===== src/rtl/game_over_pkg.sv =====
// Shared types and constants for the game-over overlay compositing stage.
package game_over_pkg;

  localparam int unsigned COLOR_W   = 4;
  localparam int unsigned ALPHA_W   = 5;
  localparam int unsigned ALPHA_MAX = 16;

  typedef enum logic [2:0] {
    IDLE,
    FADE_IN,
    SHOW,
    WAIT,
    FADE_OUT
  } go_state_t;

endpackage


===== src/rtl/rgb_blend.sv =====
// Single-channel alpha blend: (sprite*a + bg*(16-a)) >> 4, truncated to colour width.
module rgb_blend
  import game_over_pkg::*;
(
  input  logic [COLOR_W-1:0] sprite,
  input  logic [COLOR_W-1:0] bg,
  input  logic [ALPHA_W-1:0] alpha,
  output logic [COLOR_W-1:0] color
);

  localparam int unsigned PROD_W = 2 * COLOR_W;

  logic [ALPHA_W-1:0] alpha_inv;
  logic [PROD_W-1:0]  prod_sprite;
  logic [PROD_W-1:0]  prod_bg;
  logic [PROD_W:0]    sum;

  always_comb begin
    alpha_inv   = ALPHA_W'(ALPHA_MAX) - alpha;
    prod_sprite = PROD_W'(sprite) * PROD_W'(alpha);
    prod_bg     = PROD_W'(bg) * PROD_W'(alpha_inv);
    sum         = (PROD_W + 1)'(prod_sprite) + (PROD_W + 1)'(prod_bg);
    color       = COLOR_W'(sum >> 4);
  end

endmodule


===== src/rtl/game_over_overlay.sv =====
// Game-over sprite compositor: frame-synchronous fade-in/hold/fade-out over the background.
// Optional blink in SHOW/WAIT is built when GAME_OVER_BLINK_EN is defined.
module game_over_overlay
  import game_over_pkg::*;
#(
  parameter int unsigned FADE_STEP_FRAMES = 2,
  parameter int unsigned HOLD_FRAMES      = 120,
  parameter int unsigned BLINK_FRAMES     = 30
) (
  input  logic               vga_clk,
  input  logic               Reset,
  input  logic               vsync,
  input  logic               blank,
  input  logic               game_over,
  input  logic               restart,
  input  logic               gameoveron,
  input  logic [COLOR_W-1:0] sprite_red,
  input  logic [COLOR_W-1:0] sprite_green,
  input  logic [COLOR_W-1:0] sprite_blue,
  input  logic [COLOR_W-1:0] bg_red,
  input  logic [COLOR_W-1:0] bg_green,
  input  logic [COLOR_W-1:0] bg_blue,
  output logic [COLOR_W-1:0] red,
  output logic [COLOR_W-1:0] green,
  output logic [COLOR_W-1:0] blue,
  output logic               overlay_active,
  output logic               ready_restart
);

  localparam int unsigned STEP_W = $clog2(FADE_STEP_FRAMES + 1);
  localparam int unsigned HOLD_W = $clog2(HOLD_FRAMES + 1);

  localparam logic [ALPHA_W-1:0] A_MAX    = ALPHA_W'(ALPHA_MAX);
  localparam logic [ALPHA_W-1:0] A_MAX_M1 = ALPHA_W'(ALPHA_MAX - 1);
  localparam logic [ALPHA_W-1:0] A_ONE    = ALPHA_W'(1);

  if (FADE_STEP_FRAMES == 0 || HOLD_FRAMES == 0 || BLINK_FRAMES == 0) begin : g_param_check
    $error("game_over_overlay: frame-count parameters must be at least 1");
  end

  go_state_t          state;
  go_state_t          state_next;
  logic               entering;
  logic               vsync_q;
  logic               tick;
  logic               step_fire;
  logic               hold_done;
  logic [ALPHA_W-1:0] alpha;
  logic [ALPHA_W-1:0] alpha_eff;
  logic [STEP_W-1:0]  step_cnt;
  logic [HOLD_W-1:0]  hold_cnt;
  logic               overlay_d;
  logic               ready_d;
  logic               on_d;
  logic [COLOR_W-1:0] blend_r;
  logic [COLOR_W-1:0] blend_g;
  logic [COLOR_W-1:0] blend_b;

  always_comb begin
    tick      = vsync_q & ~vsync;
    step_fire = tick && (step_cnt == STEP_W'(FADE_STEP_FRAMES - 1));
    hold_done = tick && (hold_cnt == HOLD_W'(HOLD_FRAMES - 1));
  end

  // State register, with the Moore flags registered alongside it.
  always_ff @(posedge vga_clk) begin
    if (Reset) begin
      state          <= IDLE;
      vsync_q        <= 1'b1;
      overlay_active <= 1'b0;
      ready_restart  <= 1'b0;
    end else begin
      state          <= state_next;
      vsync_q        <= vsync;
      overlay_active <= overlay_d;
      ready_restart  <= ready_d;
    end
  end

  // Restart beats a simultaneous game_over in WAIT; game_over beats completion in FADE_OUT.
  always_comb begin
    state_next = state;
    unique case (state)
      IDLE:     if (game_over) state_next = FADE_IN;
      FADE_IN:  if (alpha == A_MAX || (step_fire && alpha == A_MAX_M1)) state_next = SHOW;
      SHOW:     if (hold_done) state_next = WAIT;
      WAIT:     if (restart) state_next = FADE_OUT;
      FADE_OUT: begin
        if (game_over) state_next = FADE_IN;
        else if (alpha == '0 || (step_fire && alpha == A_ONE)) state_next = IDLE;
      end
      default:  state_next = IDLE;
    endcase
  end

  always_comb begin
    entering  = (state_next != state);
    overlay_d = (state_next != IDLE);
    ready_d   = (state_next == WAIT);
  end

  always_ff @(posedge vga_clk) begin
    if (Reset) begin
      alpha    <= '0;
      step_cnt <= '0;
      hold_cnt <= '0;
    end else begin
      unique case (state)
        IDLE:     alpha <= '0;
        FADE_IN:  if (step_fire && alpha != A_MAX) alpha <= alpha + A_ONE;
        FADE_OUT: if (!game_over && step_fire && alpha != '0) alpha <= alpha - A_ONE;
        default:  alpha <= alpha;
      endcase

      if (entering)
        step_cnt <= '0;
      else if (tick && (state == FADE_IN || state == FADE_OUT))
        step_cnt <= step_fire ? '0 : step_cnt + STEP_W'(1);

      if (entering)
        hold_cnt <= '0;
      else if (tick && state == SHOW)
        hold_cnt <= hold_cnt + HOLD_W'(1);
    end
  end

`ifdef GAME_OVER_BLINK_EN
  localparam int unsigned BLINK_W = $clog2(BLINK_FRAMES + 1);

  logic [BLINK_W-1:0] blink_cnt;
  logic               blink_phase;
  logic               blink_toggle;

  always_comb begin
    blink_toggle = tick && (state == SHOW || state == WAIT)
                   && (blink_cnt == BLINK_W'(BLINK_FRAMES - 1));
    alpha_eff    = blink_phase ? '0 : alpha;
  end

  // Phase survives SHOW->WAIT (a toggle on that same tick still lands); any other entry clears it.
  always_ff @(posedge vga_clk) begin
    if (Reset) begin
      blink_cnt   <= '0;
      blink_phase <= 1'b0;
    end else begin
      if (entering)
        blink_cnt <= '0;
      else if (tick && (state == SHOW || state == WAIT))
        blink_cnt <= blink_toggle ? '0 : blink_cnt + BLINK_W'(1);

      if (entering && state_next != WAIT)
        blink_phase <= 1'b0;
      else if (blink_toggle)
        blink_phase <= ~blink_phase;
    end
  end
`else
  always_comb alpha_eff = alpha;
`endif

  rgb_blend u_blend_r (.sprite(sprite_red),   .bg(bg_red),   .alpha(alpha_eff), .color(blend_r));
  rgb_blend u_blend_g (.sprite(sprite_green), .bg(bg_green), .alpha(alpha_eff), .color(blend_g));
  rgb_blend u_blend_b (.sprite(sprite_blue),  .bg(bg_blue),  .alpha(alpha_eff), .color(blend_b));

  // on_d lines the window flag up with the colour inputs, which trail it by one clock.
  always_ff @(posedge vga_clk) begin
    if (Reset) begin
      on_d  <= 1'b0;
      red   <= '0;
      green <= '0;
      blue  <= '0;
    end else begin
      on_d <= gameoveron;
      if (!blank) begin
        red   <= '0;
        green <= '0;
        blue  <= '0;
      end else if (!on_d) begin
        red   <= bg_red;
        green <= bg_green;
        blue  <= bg_blue;
      end else begin
        red   <= blend_r;
        green <= blend_g;
        blue  <= blend_b;
      end
    end
  end

endmodule


===== config.mk =====
export PLATFORM = sky130hd
export DESIGN_NAME = game_over_overlay
export DESIGN_NICKNAME = d
export VERILOG_FILES = /design/src/rtl/game_over_pkg.sv /design/src/rtl/rgb_blend.sv /design/src/rtl/game_over_overlay.sv
export SDC_FILE = /design/constraint.sdc
export NUM_CORES = 1
export LEC_CHECK = 0
export BUFFER_PORTS_ARGS = -buffer_cell sky130_fd_sc_hd__buf_2
export CAP_MARGIN = 20
export CORE_MARGIN = 1
export CORE_UTILIZATION = 55
export DETAILED_ROUTE_END_ITERATION = 6
export GPL_TIMING_DRIVEN = 0
export PLACE_DENSITY = 0.74
export SLEW_MARGIN = 20
export SYNTH_ARGS = -nofsm -noshare
export SYNTH_HDL_FRONTEND = slang
export SYNTH_SLANG_ARGS = --single-unit

===== constraint.sdc =====
create_clock -name vga_clk -period 11.93 [get_ports vga_clk]
set_clock_uncertainty 0.05 [all_clocks]
set_input_delay 0.5965 -clock vga_clk [delete_from_list [all_inputs] [get_ports vga_clk]]
set_output_delay 0.5965 -clock vga_clk [all_outputs]
set_load 0.02 [all_outputs]

==> impl_metrics.toml <==
[yosys]
syn_area_sq_um = 5130
synth-async-reset-ratio_pct = 0
syn_inst = 587
yosysSeqAreaShare_pct = 12.9
synthDistinctLibCells = 52
synth_area_leaders = "fa_1, dfxtp_1, ha_1"
synth_warnings = 0
syn-num-nets = 733
yosys.area.top_type_share_pct = 24.6
avgSynthCellArea_sq_um = 8.73
yosys.area.top_type = "fa_1"
ys_ff_latch = 33
synth_edf_count = 0
yosysMostFrequentCell = "inv_1"
synth_commonest_cells = "inv_1, and2_1, fa_1, ha_1, nand2_1"
synth_ff_type = "dfxtp_1"

[detailed_routing]
routedWlPerCell_um = 15.0
drcViolationCount = 2
drtAntennaViolNets = 0
via_per_inst = 5.35
vias = 3998
postRouteWirelength_mm = 11.2
firstDrtPassIters = 7
drt_iter0_markers = 134

[cells_and_area]
layout-drive-gt1-share_pct = 12.2
fin_cells = 747
num-fill-cells = 749
ff_latch_area_sq_um = 661
multi_input_area_sq_um = 3910
syn2layout_area_growth_pct = 9.18
diodes = 0
nNetsFinal = 784

[die]
die_area_sq_um = 9710
io_pins = 45
core_sq_um = 8890
initial_core_util_pct = 57.7
row_count = 34
dieHeight_um = 98.5
die_x_um = 98.5

[grt]
grt_overflow = 0
grt_max_degree = 13
grt_pass1_wl_mm = 19.3
grt_pass1_vias = 3996
grtUsageTotal_pct = 25.6
antenna_found_initial = 0

[place]
port_buffers = 44
place_inst = 739
hpwl_mm = 9.00
routabilityCongestion = 0.863

[power]
p_sw_w = 0.000202
p_leak_nw = 2.71
share_comb_of_total_power_pct = 53.1
clkPwrFrac_pct = 22.9
power_density_nw_per_um2 = 87.2
intPower_w = 0.000285
p_seq_share_pct = 24.0
irDropWorstVdd_uv = 51.1
p_sw_share_pct = 41.5

[hold_path]
hold_path_class = "register to register"
holdPathEnd = "step_cnt[1]"
holdPathStages = 2
holdCritStartpoint = "step_cnt[1]"

[sta]
fin_hold_ws_ps = 459
slew_violations = 0
rsz0062_at_grt = "false"
tightest_slew_ps = 693
max_freq_ghz = 0.158
period_minus_slack_ps = 6330
setup_viol = 0
setup_tns_ps = 0
finalHoldViolations = 0
fin_crit_sh_pct = 53.1
relSlewSlack_pct = 53.8

[clocking]
numCtsBuffers = 5
clockRootBuffer = "clkbuf_8"
clock_path_buffers = 2
post_cts_buffers = 0
insertion_delay_ps = 290
cts.reportedPaths.clkPinSlew_ps = 90
cts_max_level = 2
clock_sinks = 33
cts_hold_buf = 0
cts_tree = "built"
cts_resized = 0

[run_status]
status = "finished, violations left"
violations = "DRC"

[critical_path]
crit_chain = "buf_2 -> clkbuf_1 -> inv_1 -> ha_1 -> nor3b_1 -> ha_1 -> clkbuf_1 -> nor2b_1 -> fa_1 -> inv_1 -> fa_1 -> inv_1 -> fa_1 -> inv_1 -> fa_1 -> inv_1 -> ha_1 -> nand4_1 -> o2111ai_1 -> a21oi_1 -> xnor2_1 -> a211oi_1"
r2r_slack_ps = 5600
max_stage_delay_ps = 530
slowest_stage = "fa_1"
required_ps = 12070
reg2reg_from = "alpha[0]"
crit_fanout = 10
crit_type = "register to register"
crit_path_end_kind = "register"
crit_top_cell = "inv_1"
start_kind = "register"
path_delay_family = "adder cells"
arrival_ps = 6470
crit_buf_inv = 8
r2r-end = "red[3]"
reg2regPathDepth = 22

[run]
cap_violations = 0
## sequential cells by signal, summed over array words and instances (netlist names)
register	flops
hold_cnt	7
ready_restart	1
alpha	5
blue	4
green	4
on_d	1
red	4
state	3
overlay_active	1
step_cnt	2
vsync_q	1
## worst reg2reg max path, delay by kind of cell, from the launching register on
kind                     cells  cell delay, ps
adder cells (fa/ha/maj)      7            3060
buffers and inverters        8            1480
AO/OA/AOI/OAI                3             690
AND/OR/NAND/NOR              3             450
flip-flops                   1             360
XOR/XNOR                     1             130
## kinds of logic (layout without fill, tap and decap cells)
group                    Yosys count  in the layout  synth area share, %
AO/OA/AOI/OAI                     53             53                 7.32
XOR/XNOR                          33             33                 6.44
adder cells (fa/ha/maj)          115            115                 37.3
buffers and inverters            138            190                 10.9
flip-flops                        33             33                 12.9
multiplexers                       8              8                 1.59
AND/OR/NAND/NOR                  207            207                 23.6
## final cells by class
cell class | instances | area share (%)
Timing Repair Buffer | 44 | 3.93
Multi-Input combinational cell | 416 | 69.8
Clock inverter | 3 | 0.827
Tap cell | 108 | 2.41
Inverter | 117 | 7.85
Buffer | 21 | 2.15
Clock buffer | 5 | 1.23
Sequential cell | 33 | 11.8
## cells in the final DEF, fill, tap and decap left out, types with 3 or more instances in the layout
cell       instances
nand2_1           42
and3_1             3
nand4b_1           3
xnor3_1            3
o2111ai_1          3
a211oi_1           6
fa_1              63
mux2i_1            7
nand3_1            6
nand2b_1           3
nand3b_1           3
dfxtp_1           33
clkbuf_8           9
nor3_1             5
nor2_1            20
nor2b_1           16
o21ai_1            4
ha_1              52
and2_1            77
xnor2_1           22
inv_1            117
o21ai_0            5
buf_2             45
clkbuf_1          15
a21oi_1           12
nand4_1            5
xor2_1             8
nor3_2            10
o211ai_1           3
nor3b_1            3
## stage by stage
step                power [W]  area [sq um]  worst slack [ps]  util, %
finish               0.000488          5600              5600     62.9
global route         0.000536          5600              5150     62.9
CTS                  0.000494          5600              5600     62.9
detailed placement   0.000378          5480              5640     61.7
global placement     0.000372          5480              5660     61.7
floorplan            0.000318          5130              6550        -
## metal layers
metal	vias up	GRT usage [%]	share of wire [%]
met5	-	0	0
met4	0	7.92	1.8
met3	18	3.55	5.1
met2	98	43.4	48
met1	1942	34.0	45
li1	1940	-	-
## how the worst max path moves through the flow
| stage | startpoint | end | slack, ps | cells past startpoint |
|---|---|---|---|---|
| finish | alpha[0] | red[3] | 5600 | 22 |
| global route | alpha[0] | green[3] | 5150 | 22 |
| CTS | alpha[0] | red[3] | 5600 | 22 |
| detailed placement | alpha[0] | green[3] | 5640 | 22 |
| global placement | alpha[0] | green[3] | 5660 | 22 |
| floorplan | alpha[0] | blue[3] | 6550 | 22 |
## power by group through the flow
stage	Sequential, W	Clock [W]	Combinational, W
floorplan	0.000123	0	0.000194
global placement	0.000120	0	0.000252
detailed placement	0.000120	0	0.000258
CTS	0.000117	0.000116	0.000261
global route	0.000118	0.000120	0.000298
finish	0.000117	0.000112	0.000259
(Power assumes the default switching activity.)
